## src/rtl/usb4_deser_pkg.sv

```systemverilog
// Shared defaults and FSM encoding for the two-lane deserializer.
package usb4_deser_pkg;

    localparam int unsigned SYMBOL_W_DEF = 8;
    localparam int unsigned CNT_W_DEF    = 16;

    typedef enum logic [0:0] {
        ST_IDLE    = 1'b0,
        ST_COLLECT = 1'b1
    } deser_state_e;

endpackage

```

## src/rtl/lane_bit_collector.sv

```systemverilog
// One lane: LSB-first shift register plus the last completed symbol.
module lane_bit_collector #(
    parameter int unsigned SYMBOL_W = 8
) (
    input  logic                clk,
    input  logic                rst,
    input  logic                clear,
    input  logic                capture,
    input  logic                complete,
    input  logic                bit_in,
    output logic [SYMBOL_W-1:0] sym
);

    logic [SYMBOL_W-1:0] shift_q;
    logic [SYMBOL_W-1:0] shift_next_c;

    // New bits enter at the top so the first bit ends up in bit 0.
    assign shift_next_c = {bit_in, shift_q[SYMBOL_W-1:1]};

    // Partial-symbol shift register; realign drops whatever was collected.
    always_ff @(posedge clk) begin
        if (!rst) begin
            shift_q <= '0;
        end else if (clear) begin
            shift_q <= '0;
        end else if (capture) begin
            shift_q <= shift_next_c;
        end
    end

    // Completed symbol register; only updated on the last bit.
    always_ff @(posedge clk) begin
        if (!rst) begin
            sym <= '0;
        end else if (!clear && capture && complete) begin
            sym <= shift_next_c;
        end
    end

endmodule

```

## src/rtl/lanes_deserializer.sv

```systemverilog
// Two-lane serial-to-symbol deserializer with shared bit counter and symbol count.
module lanes_deserializer
    import usb4_deser_pkg::*;
#(
    parameter int unsigned SYMBOL_W = SYMBOL_W_DEF,
    parameter int unsigned CNT_W    = CNT_W_DEF
) (
    input  logic                clk,
    input  logic                rst,
    input  logic                enable_deser,
    input  logic                lane_0_rx,
    input  logic                lane_1_rx,
    input  logic                descr_rst,
    output logic [SYMBOL_W-1:0] lane_0_sym,
    output logic [SYMBOL_W-1:0] lane_1_sym,
    output logic                sym_valid,
    output logic [CNT_W-1:0]    sym_cnt,
    output logic                aligned
);

    localparam int unsigned BIT_CNT_W = $clog2(SYMBOL_W);
    localparam logic [BIT_CNT_W-1:0] LAST_BIT = BIT_CNT_W'(SYMBOL_W - 1);

    deser_state_e         state_q;
    deser_state_e         state_d;
    logic [BIT_CNT_W-1:0] bit_cnt_q;
    logic [BIT_CNT_W-1:0] bit_cnt_d;
    logic                 capture_c;
    logic                 complete_c;

    // Next state, shared bit counter and capture strobes; realign wins over enable.
    always_comb begin
        state_d    = state_q;
        bit_cnt_d  = bit_cnt_q;
        capture_c  = 1'b0;
        complete_c = 1'b0;

        if (descr_rst) begin
            bit_cnt_d = '0;
        end else if (enable_deser) begin
            capture_c = 1'b1;
            if (bit_cnt_q == LAST_BIT) begin
                complete_c = 1'b1;
                bit_cnt_d  = '0;
            end else begin
                bit_cnt_d = bit_cnt_q + BIT_CNT_W'(1);
            end
        end

        case (state_q)
            ST_IDLE: begin
                if (enable_deser && !descr_rst) begin
                    state_d = ST_COLLECT;
                end
            end
            ST_COLLECT: begin
                if (descr_rst) begin
                    state_d = ST_IDLE;
                end
            end
            default: state_d = ST_IDLE;
        endcase
    end

    // State and bit counter registers.
    always_ff @(posedge clk) begin
        if (!rst) begin
            state_q   <= ST_IDLE;
            bit_cnt_q <= '0;
        end else begin
            state_q   <= state_d;
            bit_cnt_q <= bit_cnt_d;
        end
    end

    // Registered status outputs: completion pulse, pair count, alignment.
    always_ff @(posedge clk) begin
        if (!rst) begin
            sym_valid <= 1'b0;
            sym_cnt   <= '0;
            aligned   <= 1'b0;
        end else begin
            sym_valid <= complete_c;
            aligned   <= (state_d == ST_COLLECT);
            if (descr_rst) begin
                sym_cnt <= '0;
            end else if (complete_c) begin
                sym_cnt <= sym_cnt + CNT_W'(1);
            end
        end
    end

    lane_bit_collector #(
        .SYMBOL_W (SYMBOL_W)
    ) u_lane_0 (
        .clk      (clk),
        .rst      (rst),
        .clear    (descr_rst),
        .capture  (capture_c),
        .complete (complete_c),
        .bit_in   (lane_0_rx),
        .sym      (lane_0_sym)
    );

    lane_bit_collector #(
        .SYMBOL_W (SYMBOL_W)
    ) u_lane_1 (
        .clk      (clk),
        .rst      (rst),
        .clear    (descr_rst),
        .capture  (capture_c),
        .complete (complete_c),
        .bit_in   (lane_1_rx),
        .sym      (lane_1_sym)
    );

endmodule

```

## config.mk

```make
export PLATFORM = sky130hd
export DESIGN_NAME = lanes_deserializer
export DESIGN_NICKNAME = d
export VERILOG_FILES = /design/src/rtl/usb4_deser_pkg.sv /design/src/rtl/lane_bit_collector.sv /design/src/rtl/lanes_deserializer.sv
export SDC_FILE = /design/constraint.sdc
export NUM_CORES = 1
export LEC_CHECK = 0
export ABC_CLOCK_PERIOD_IN_PS = 3850
export BUFFER_PORTS_ARGS = -buffer_cell sky130_fd_sc_hd__buf_2
export CAP_MARGIN = 0
export CORE_MARGIN = 2
export CORE_UTILIZATION = 40
export CTS_CLUSTER_DIAMETER = 120
export DETAILED_ROUTE_END_ITERATION = 8
export GPL_ROUTABILITY_DRIVEN = 0
export GPL_TIMING_DRIVEN = 0
export PLACE_DENSITY = 0.63
export SYNTH_ARGS = -nofsm -noshare
export SYNTH_HDL_FRONTEND = slang
export SYNTH_SLANG_ARGS = --single-unit
export TNS_END_PERCENT = 1
```

## constraint.sdc

```tcl
create_clock -name clk -period 3.85 [get_ports clk]
set_input_delay 0.77 -clock clk [delete_from_list [all_inputs] [get_ports clk]]
set_output_delay 0.77 -clock clk [all_outputs]
set_load 0.05 [all_outputs]
```

Yosys cells after proc, flatten, opt, wreduce, memory -nomap -nowiden
Index checks and enable logic that the tools add are counted.
{"block": "totals", "reg_bits": 53, "in_bits": 6, "out_inout_bits": 34}
{"block": "op_classes", "addsub": 2, "eq_ne": 1, "mux": 9, "n_bitwise": 2, "n_reduce_logical": 5}
{"op": "adder 16 x 1 -> 16 bit (second input constant)", "n": 1}
{"op": "two-way mux 1 bit", "n": 7}
{"op": "adder 3 x 1 -> 3 bit (second input constant)", "n": 1}
{"op": "equality test 3 bit (second input constant)", "n": 1}
{"op": "logical AND 1 bit", "n": 3}
{"op": "two-way mux 3 bit", "n": 1}
{"op": "NOT 1 bit", "n": 2}
{"op": "one-hot mux 1 bit (2 select lines)", "n": 1}
{"op": "OR reduction 2 bit", "n": 1}
{"op": "zero test 1 bit", "n": 1}

Depth between registers and ports, before layout
Gate-level depths: netlist of run 1.
{"block": "depth", "depth_word": 5, "ltp_mapped": 7, "ltp_nobuf": 6}

Cells and area by module
A second synthesis of run 1 with hierarchy kept.
{"block": "hier_totals", "cells_unflattened": 222, "hier_area_um2": 2104.5}
{"module": "lane_bit_collector", "instances": 2, "cells_each": 59, "area_per_inst_um2": 584.3}
{"module": "lanes_deserializer", "instances": 1, "cells_each": 104, "area_per_inst_um2": 935.9}

Worst setup path before layout of run 1
OpenSTA, ideal clock, no wires.
{"block": "synth_timing", "path_kind": "reg-to-reg", "start": "register sym_cnt[0]", "end": "register sym_cnt[14]", "setup_time_ns": 0.071, "t_arrival_ns": 1.980, "setup_slack_ns": 1.800, "stages_incl_launch_ff": 7, "path_buffers": 1, "path_cell_list": "dfxtp_1 > ha_1 > inv_1 > or3_1 > buf_2 > or4_1 > a21oi_1"}
{"block": "synth_between", "elab_chain_cells": 1}
{"element": "start, declared", "line": "lanes_deserializer.sv:17", "source": "output logic [CNT_W-1:0] sym_cnt,"}
{"element": "start signal, assigned", "line": "lanes_deserializer.sv:88", "source": "sym_cnt <= sym_cnt + CNT_W'(1);"}
{"element": "adder 16 x 1 -> 16 bit", "line": "lanes_deserializer.sv:88"}
No other way between the ends.
A chain may end at the register's enable or synchronous reset.

Worst setup path after layout of run 1
{"block": "layout_timing", "start": "register bit_cnt_q[0]", "end": "register sym_cnt[14]"}
{"block": "layout_between", "elab_chain_cells": 4}
{"element": "start, declared", "line": "lanes_deserializer.sv:26", "source": "logic [BIT_CNT_W-1:0] bit_cnt_q;"}
{"element": "start signal, assigned", "line": "lanes_deserializer.sv:72", "source": "bit_cnt_q <= bit_cnt_d;"}
{"element": "equality test 3 bit", "line": "lanes_deserializer.sv:42", "source": "if (bit_cnt_q == LAST_BIT) begin"}
{"element": "two-way mux 1 bit", "line": "lanes_deserializer.sv:42"}
{"element": "two-way mux 1 bit", "line": "lanes_deserializer.sv:40", "source": "end else if (enable_deser) begin"}
{"element": "two-way mux 1 bit", "line": "lanes_deserializer.sv:38", "source": "if (descr_rst) begin"}
No other way between the ends.

==> impl_metrics.ini, run 1 <==
[worst_setup_path]
crit_cells = 7
r2r_start = bit_cnt_q[0]$_SDFFE_PP0P_
worstSetupStartpoint = bit_cnt_q[0]$_SDFFE_PP0P_
crit_type = reg -> reg
timing.critical_path.buf_inv = 1
crit_path_end_kind = flop
crit_top_cell = ha_1
path_cells = ha_1 > ha_1 > nand4b_4 > or3_1 > buf_2 > or4_1 > a21oi_1
cp-start-kind = flop
cpLargestDelayFamily = simple AND/OR/NAND/NOR gates
cp.arrival_ps = 2330
rr_worst_depth = 7
crit_required_ps = 4080
cp_slowest_stage_delay_ps = 400
critPathMaxFanout = 9
cp_slowest_cell = or4_1

[pwr]
seq_power_share_pct = 61.8
powerDensity_mw_per_mm2 = 363
ir_drop_v = 0.000260
p_leak_nw = 0.956
pwr-share-clk_pct = 34.5
p_sw_mw = 0.192
swShare_pct = 22.4
p_int_mw = 0.666
combPwrFrac_pct = 3.7

[floorplanning]
fp.dieH_um = 74.8
die_width_um = 74.8
initial_core_util_pct = 41.9
core-area_sq_mm = 0.00479
dieArea_sq_mm = 0.00559
ios = 40
rows = 25

[status]
status = finished clean

[synth]
yosysWarnings = 0
ys_seq_area_share_pct = 51.0
synth_top_area_share_pct = 51.0
synthesis.nets = 227
netlist_area_sq_mm = 0.00200
syn_inst = 218
synth_area_per_cell_sq_um = 9.19
ys_ff_latch = 51
yosys.area.top_type = dfxtp_1
synthDistinctLibCells = 28
synthTopCellsByArea = dfxtp_1 (51%), mux2i_1 (8.5%), nand2_1 (7.5%), a21boi_0 (6.0%), nor2_1 (5.1%)

[layout]
n_fill_cell = 474
drive_above_1_share_pct = 19.3
multi_input_area_sq_um = 926
ff_latch_area_sq_mm = 0.00102
fin_nets = 273
syn2layout_area_growth_pct = 18.1
final_util_pct = 49.4
diodes = 0

[cts]
clk_path_buf_depth = 2
cts_root_buffer = clkbuf_8
ctsResizeCount = 0
cts_setup_buffers = 0
cts_tree = built
path_clk_slew_ps = 90
clk_latency_ps = 300
cts_hold_buf = 0
numCtsBuffers = 5
htreeDepth = 2
clock_sinks = 51

[timing]
finalSetupViolations = 0
period_needed_ps = 2090
holdWs_ps = 463
drv_slew = 0
tightest_slew_ps = 508
grt_setup_unrepaired = no
hold_viol_final = 0
max_slew_margin_pct = 66.1
fin_skew_ps = 9.46
fmax_mhz = 477
min_period_over_period_pct = 54.4
setup_tns_ps = 0

[route]
wl_met3_um = 146
ant_nets = 0
vias = 1577
firstDrtPassIters = 4
avgViaCountPerCell = 4.76
routedWlPerCell_um = 11.7
routed_wl_um = 3870
top_layer_used = met4
drc = 0
wirelength_met1_um = 1970
wl_met2_um = 1730
drt_iter0_drc = 66

[global_routing]
antenna_found_initial = 0
grt_pass1_wl_um = 6390
overflow = 0
grt_util_all_layers_pct = 15.1
grt_pass1_vias = 1402
grt_max_degree = 16

[min_path]
hold_start = u_lane_0.sym[7]$_SDFFE_PN0P_
hp-class = reg -> reg
hold_depth = 2

[job]
max-cap-violations = 0

[placed_design]
dp_hpwl_um = 2760
portBuffers = 39
-- routing by layer --
metal / vias up / track usage (%)
met2: 30 / 24.5
met3: 2 / 5.09
li1: 827 / -
met1: 718 / 19.2
met5: - / 0
met4: 0 / 4.17
-- worst register-to-register path, cell delays in order, from the launching register on --
cell and delay (ps):
dfxtp_1 370, ha_1 160, ha_1 260, nand4b_4 160, or3_1 360, buf_2 170, or4_1 400, a21oi_1 140
-- cell usage after synthesis (all sizes together) --
cell type / instances
or4: 3
o31ai: 3
nand3b: 1
nand4b: 1
ha: 3
nor4: 2
nand4: 2
nor2: 27
and4b: 1
and4: 1
and3b: 1
nand2: 40
o21ai: 5
inv: 3
buf: 3
clkbuf: 8
a21boi: 16
xor2: 2
or3: 7
nor3: 1
nand2b: 1
dfxtp: 51
mux2i: 17
nand3: 4
xnor2: 5
and2: 1
a21oi: 9
-- layout make-up --
cell class	instances	share of cell area [%]
flip-flops and latches	51	43.2
multi-input cells	153	39.2
inverters	3	0.476
clock inverters	2	0.582
plain buffers	11	1.90
well taps	67	3.54
repair buffers	39	8.25
clock buffers	5	2.91
-- flip-flops by register name (all words and copies together), names as in the netlist --
name,flops
sym_cnt,16
u_lane_0.sym,8
u_lane_1.sym,8
u_lane_0.shift_q,7
u_lane_1.shift_q,7
bit_cnt_q,3
aligned,1
sym_valid,1
-- cells by family (layout without fill, tap and decap cells) --
family / count (synthesis) / after routing / synth area share (%)
simple gates: 93 / 93 / 22.2
flops: 51 / 51 / 51.0
compound gates: 33 / 33 / 10.6
mux: 17 / 17 / 8.49
buf+inv: 14 / 60 / 2.81
xor+xnor: 7 / 7 / 3.06
fa+ha+maj: 3 / 3 / 1.87
-- worst paths after layout --
check	end	slack, ps
worst max register to register	sym_cnt[14]$_SDFFE_PP0P_	1760
worst max-delay path	sym_cnt[14]$_SDFFE_PP0P_	1760
worst min register to register	u_lane_0.sym[7]$_SDFFE_PN0P_	460
worst min-delay path	u_lane_0.sym[7]$_SDFFE_PN0P_	460
-- power groups by stage --
stage	registers (mW)	clock network (mW)	logic, mW
final	0.530	0.296	0.0315
after global routing	0.531	0.329	0.0345
after CTS	0.531	0.309	0.0320
after detailed placement	0.543	0	0.0320
after global placement	0.543	0	0.0317
after floorplan	0.544	0	0.0199
-- metrics by stage --
| step | worst slack [ps] | instance area (sq um) | cells | power (mW) |
|---|---|---|---|---|
| after floorplan | 1800 | 2000 | 218 | 0.564 |
| after global placement | 1620 | 2280 | 324 | 0.575 |
| after detailed placement | 1610 | 2280 | 324 | 0.575 |
| after CTS | 1750 | 2360 | 331 | 0.872 |
| after global routing | 1620 | 2360 | 331 | 0.895 |
| final | 1760 | 2360 | 331 | 0.858 |
-- cell usage in the layout, fill, tap and decap left out, drive strengths merged --
| cell | instances |
|---|---|
| a21boi | 16 |
| a21oi | 9 |
| and2 | 1 |
| and3b | 1 |
| and4 | 1 |
| and4b | 1 |
| buf | 42 |
| clkbuf | 13 |
| clkinv | 2 |
| dfxtp | 51 |
| ha | 3 |
| inv | 3 |
| mux2i | 17 |
| nand2 | 40 |
| nand2b | 1 |
| nand3 | 4 |
| nand3b | 1 |
| nand4 | 2 |
| nand4b | 1 |
| nor2 | 27 |
| nor3 | 1 |
| nor4 | 2 |
| o21ai | 5 |
| o31ai | 3 |
| or3 | 7 |
| or4 | 3 |
| xnor2 | 5 |
| xor2 | 2 |
Power figures use the tool's default switching activity.
==> run 2, diff against run 1 <==
--- a/config.mk
+++ b/config.mk
@@ -5,7 +5,7 @@
 export SDC_FILE = /design/constraint.sdc
 export NUM_CORES = 1
 export LEC_CHECK = 0
-export ABC_CLOCK_PERIOD_IN_PS = 3850
+export ABC_CLOCK_PERIOD_IN_PS = 1750
 export BUFFER_PORTS_ARGS = -buffer_cell sky130_fd_sc_hd__buf_2
 export CAP_MARGIN = 0
 export CORE_MARGIN = 2
@@ -14,7 +14,7 @@
 export DETAILED_ROUTE_END_ITERATION = 8
 export GPL_ROUTABILITY_DRIVEN = 0
 export GPL_TIMING_DRIVEN = 0
-export PLACE_DENSITY = 0.63
+export PLACE_DENSITY = 0.65
 export SYNTH_ARGS = -nofsm -noshare
 export SYNTH_HDL_FRONTEND = slang
 export SYNTH_SLANG_ARGS = --single-unit
==> constraint.sdc (replaced) <==
create_clock -name clk -period 1.75 [get_ports clk]
set_input_delay 0.35 -clock clk [delete_from_list [all_inputs] [get_ports clk]]
set_output_delay 0.35 -clock clk [all_outputs]
set_load 0.05 [all_outputs]
==> run 2 against run 1 <==
Against the previous run: the run now ends with setup timing left; routed wire length grew 4.4%; largest power group unchanged; critical path depth fell by 1; critical path type unchanged; flip-flop and latch count unchanged; first-iteration DRC count rose by 29%; die area stayed put; count of clock-buffer cells in the layout increased by 1; global-route usage rose by 0.56 points; via count increased by 2.5%; sequential power increased by 120%; design area increased by 6.2%; combinational power rose by 130%.
==> impl_metrics.ini, run 2 (synthesis results as in run 1) <==
[floorplanning]
dieArea_sq_mm = 0.00559
initial_core_util_pct = 41.9
ios = 40
die_width_um = 74.8
rows = 25
fp.dieH_um = 74.8
core-area_sq_mm = 0.00479

[route]
drt_iter0_drc = 85
vias = 1616
routed_wl_um = 4040
firstDrtPassIters = 4
avgViaCountPerCell = 4.80
drc = 0
routedWlPerCell_um = 12.0
ant_nets = 0

[pwr]
p_total_mw = 2.04
powerDensity_mw_per_mm2 = 811
p_leak_nw = 1.02
ir_drop_v = 0.000489

[worst_setup_path]
cp-start-kind = flop
path_cells = ha_4 > ha_4 > nand4b_4 > or3_4 > or4_4 > a21oi_2
r2r_start = bit_cnt_q[0]$_SDFFE_PP0P_
critPathMaxFanout = 5
cp_slowest_stage_delay_ps = 440
crit_required_ps = 1990
crit_top_cell = ha_4
cp.arrival_ps = 2080
worstSetupStartpoint = bit_cnt_q[0]$_SDFFE_PP0P_
crit_path_end_kind = flop
crit_type = reg -> reg
cp_slowest_cell = or3_4
cpLargestDelayFamily = simple AND/OR/NAND/NOR gates
timing.critical_path.buf_inv = 0

[placed_design]
dp_hpwl_um = 2800
portBuffers = 39

[timing]
max_slew_margin_pct = 65.7
fmax_mhz = 546
tightest_slew_ps = 515
hold_viol_final = 0
setup_tns_ps = -260
drv_slew = 0
fin_skew_ps = 4.99
fin_ws_ps = -82.3
grt_setup_unrepaired = yes
min_period_over_period_pct = 105
finalSetupViolations = 4
period_needed_ps = 1830

[global_routing]
overflow = 0
grt_pass1_vias = 1468
grt_max_degree = 15
grt_util_all_layers_pct = 15.6
antenna_found_initial = 0
grt_pass1_wl_um = 6730

[layout]
syn2layout_area_growth_pct = 25.4
largest_reg_flops = 16
drive_above_1_share_pct = 27.0
diodes = 0
regMostFlops = sym_cnt
mostFrequentLayoutCells = dfxtp_1 (43), buf_2 (41), nand2_1 (40)
largestRegisters = sym_cnt (16), u_lane_0.sym (8), u_lane_1.sym (8)
fin_nets = 279
layout_commonest_cell = dfxtp_1

[cts]
clk_path_buf_depth = 2
htreeDepth = 2
cts_root_buffer = clkbuf_8
numCtsBuffers = 5
path_clk_slew_ps = 90
clk_latency_ps = 300
cts_tree = built
clock_sinks = 51

[status]
status = finished with violations
violations = setup timing

[job]
max-cap-violations = 0

[min_path]
hold_start = lane_0_rx
hp-class = in -> reg
run 2: path summary, 6_finish.rpt:
check	slack, ps	to	depth (start not counted)
setup reg to reg	-80	sym_cnt[15]$_SDFFE_PP0P_	6
setup / recovery	-80	sym_cnt[15]$_SDFFE_PP0P_	6
hold reg to reg	460	u_lane_0.sym[1]$_SDFFE_PN0P_	2
hold / removal	310	u_lane_0.sym[7]$_SDFFE_PN0P_	3
run 2: worst register-to-register path, stage by stage, from the launching register on:
cell	delay, ps
dfxtp_2	360
ha_4	140
ha_4	160
nand4b_4	120
or3_4	440
or4_4	430
a21oi_2	140
run 2: layer usage:
layer / share of wire [%] / vias to the layer above / routed length (um) / global-route usage (%)
met5: 0 / - / 0 / 0
met4: 1.6 / 0 / 64 / 5.95
met3: 5.0 / 6 / 202 / 4.55
met2: 44 / 28 / 1780 / 23.7
met1: 49 / 741 / 2000 / 21.2
li1: - / 841 / - / -
run 2: final cells by class:
type	count	area [sq um]
Buffer	10	48.8
Clock inverter	1	30.0
Timing Repair Buffer	46	251
Clock buffer	6	72.6
Tap cell	67	83.8
Sequential cell	51	1030
Fill cell	472	2270
Multi-Input combinational cell	153	982
Inverter	3	11.3
run 2: power breakdown:
part           internal (mW)  switching (mW)
sequential              1.16         0.00369
combinational         0.0288          0.0433
clock                  0.420           0.377
run 2: repair_timing:
item / in CTS / in global routing
pin swaps: 9 / 5
setup buffers: 4 / 3
hold buffers: 0 / 0
setup endpoints to repair: 9 / 9
gates cloned: 0 / 0
resized for setup: 1 / 13
run 2: stage by stage:
stage	area, sq um	setup WS (ps)	cells	hold slack (ps)	utilization, %
3_3_place_gp	2320	-149	324	451	48.5
2_1_floorplan	2040	-89.1	218	440	-
3_5_place_dp	2320	-179	324	454	48.5
4_1_cts	2460	-122	335	297	51.3
5_1_grt	2510	-143	337	303	52.5
6_report	2510	-82.3	337	310	52.5
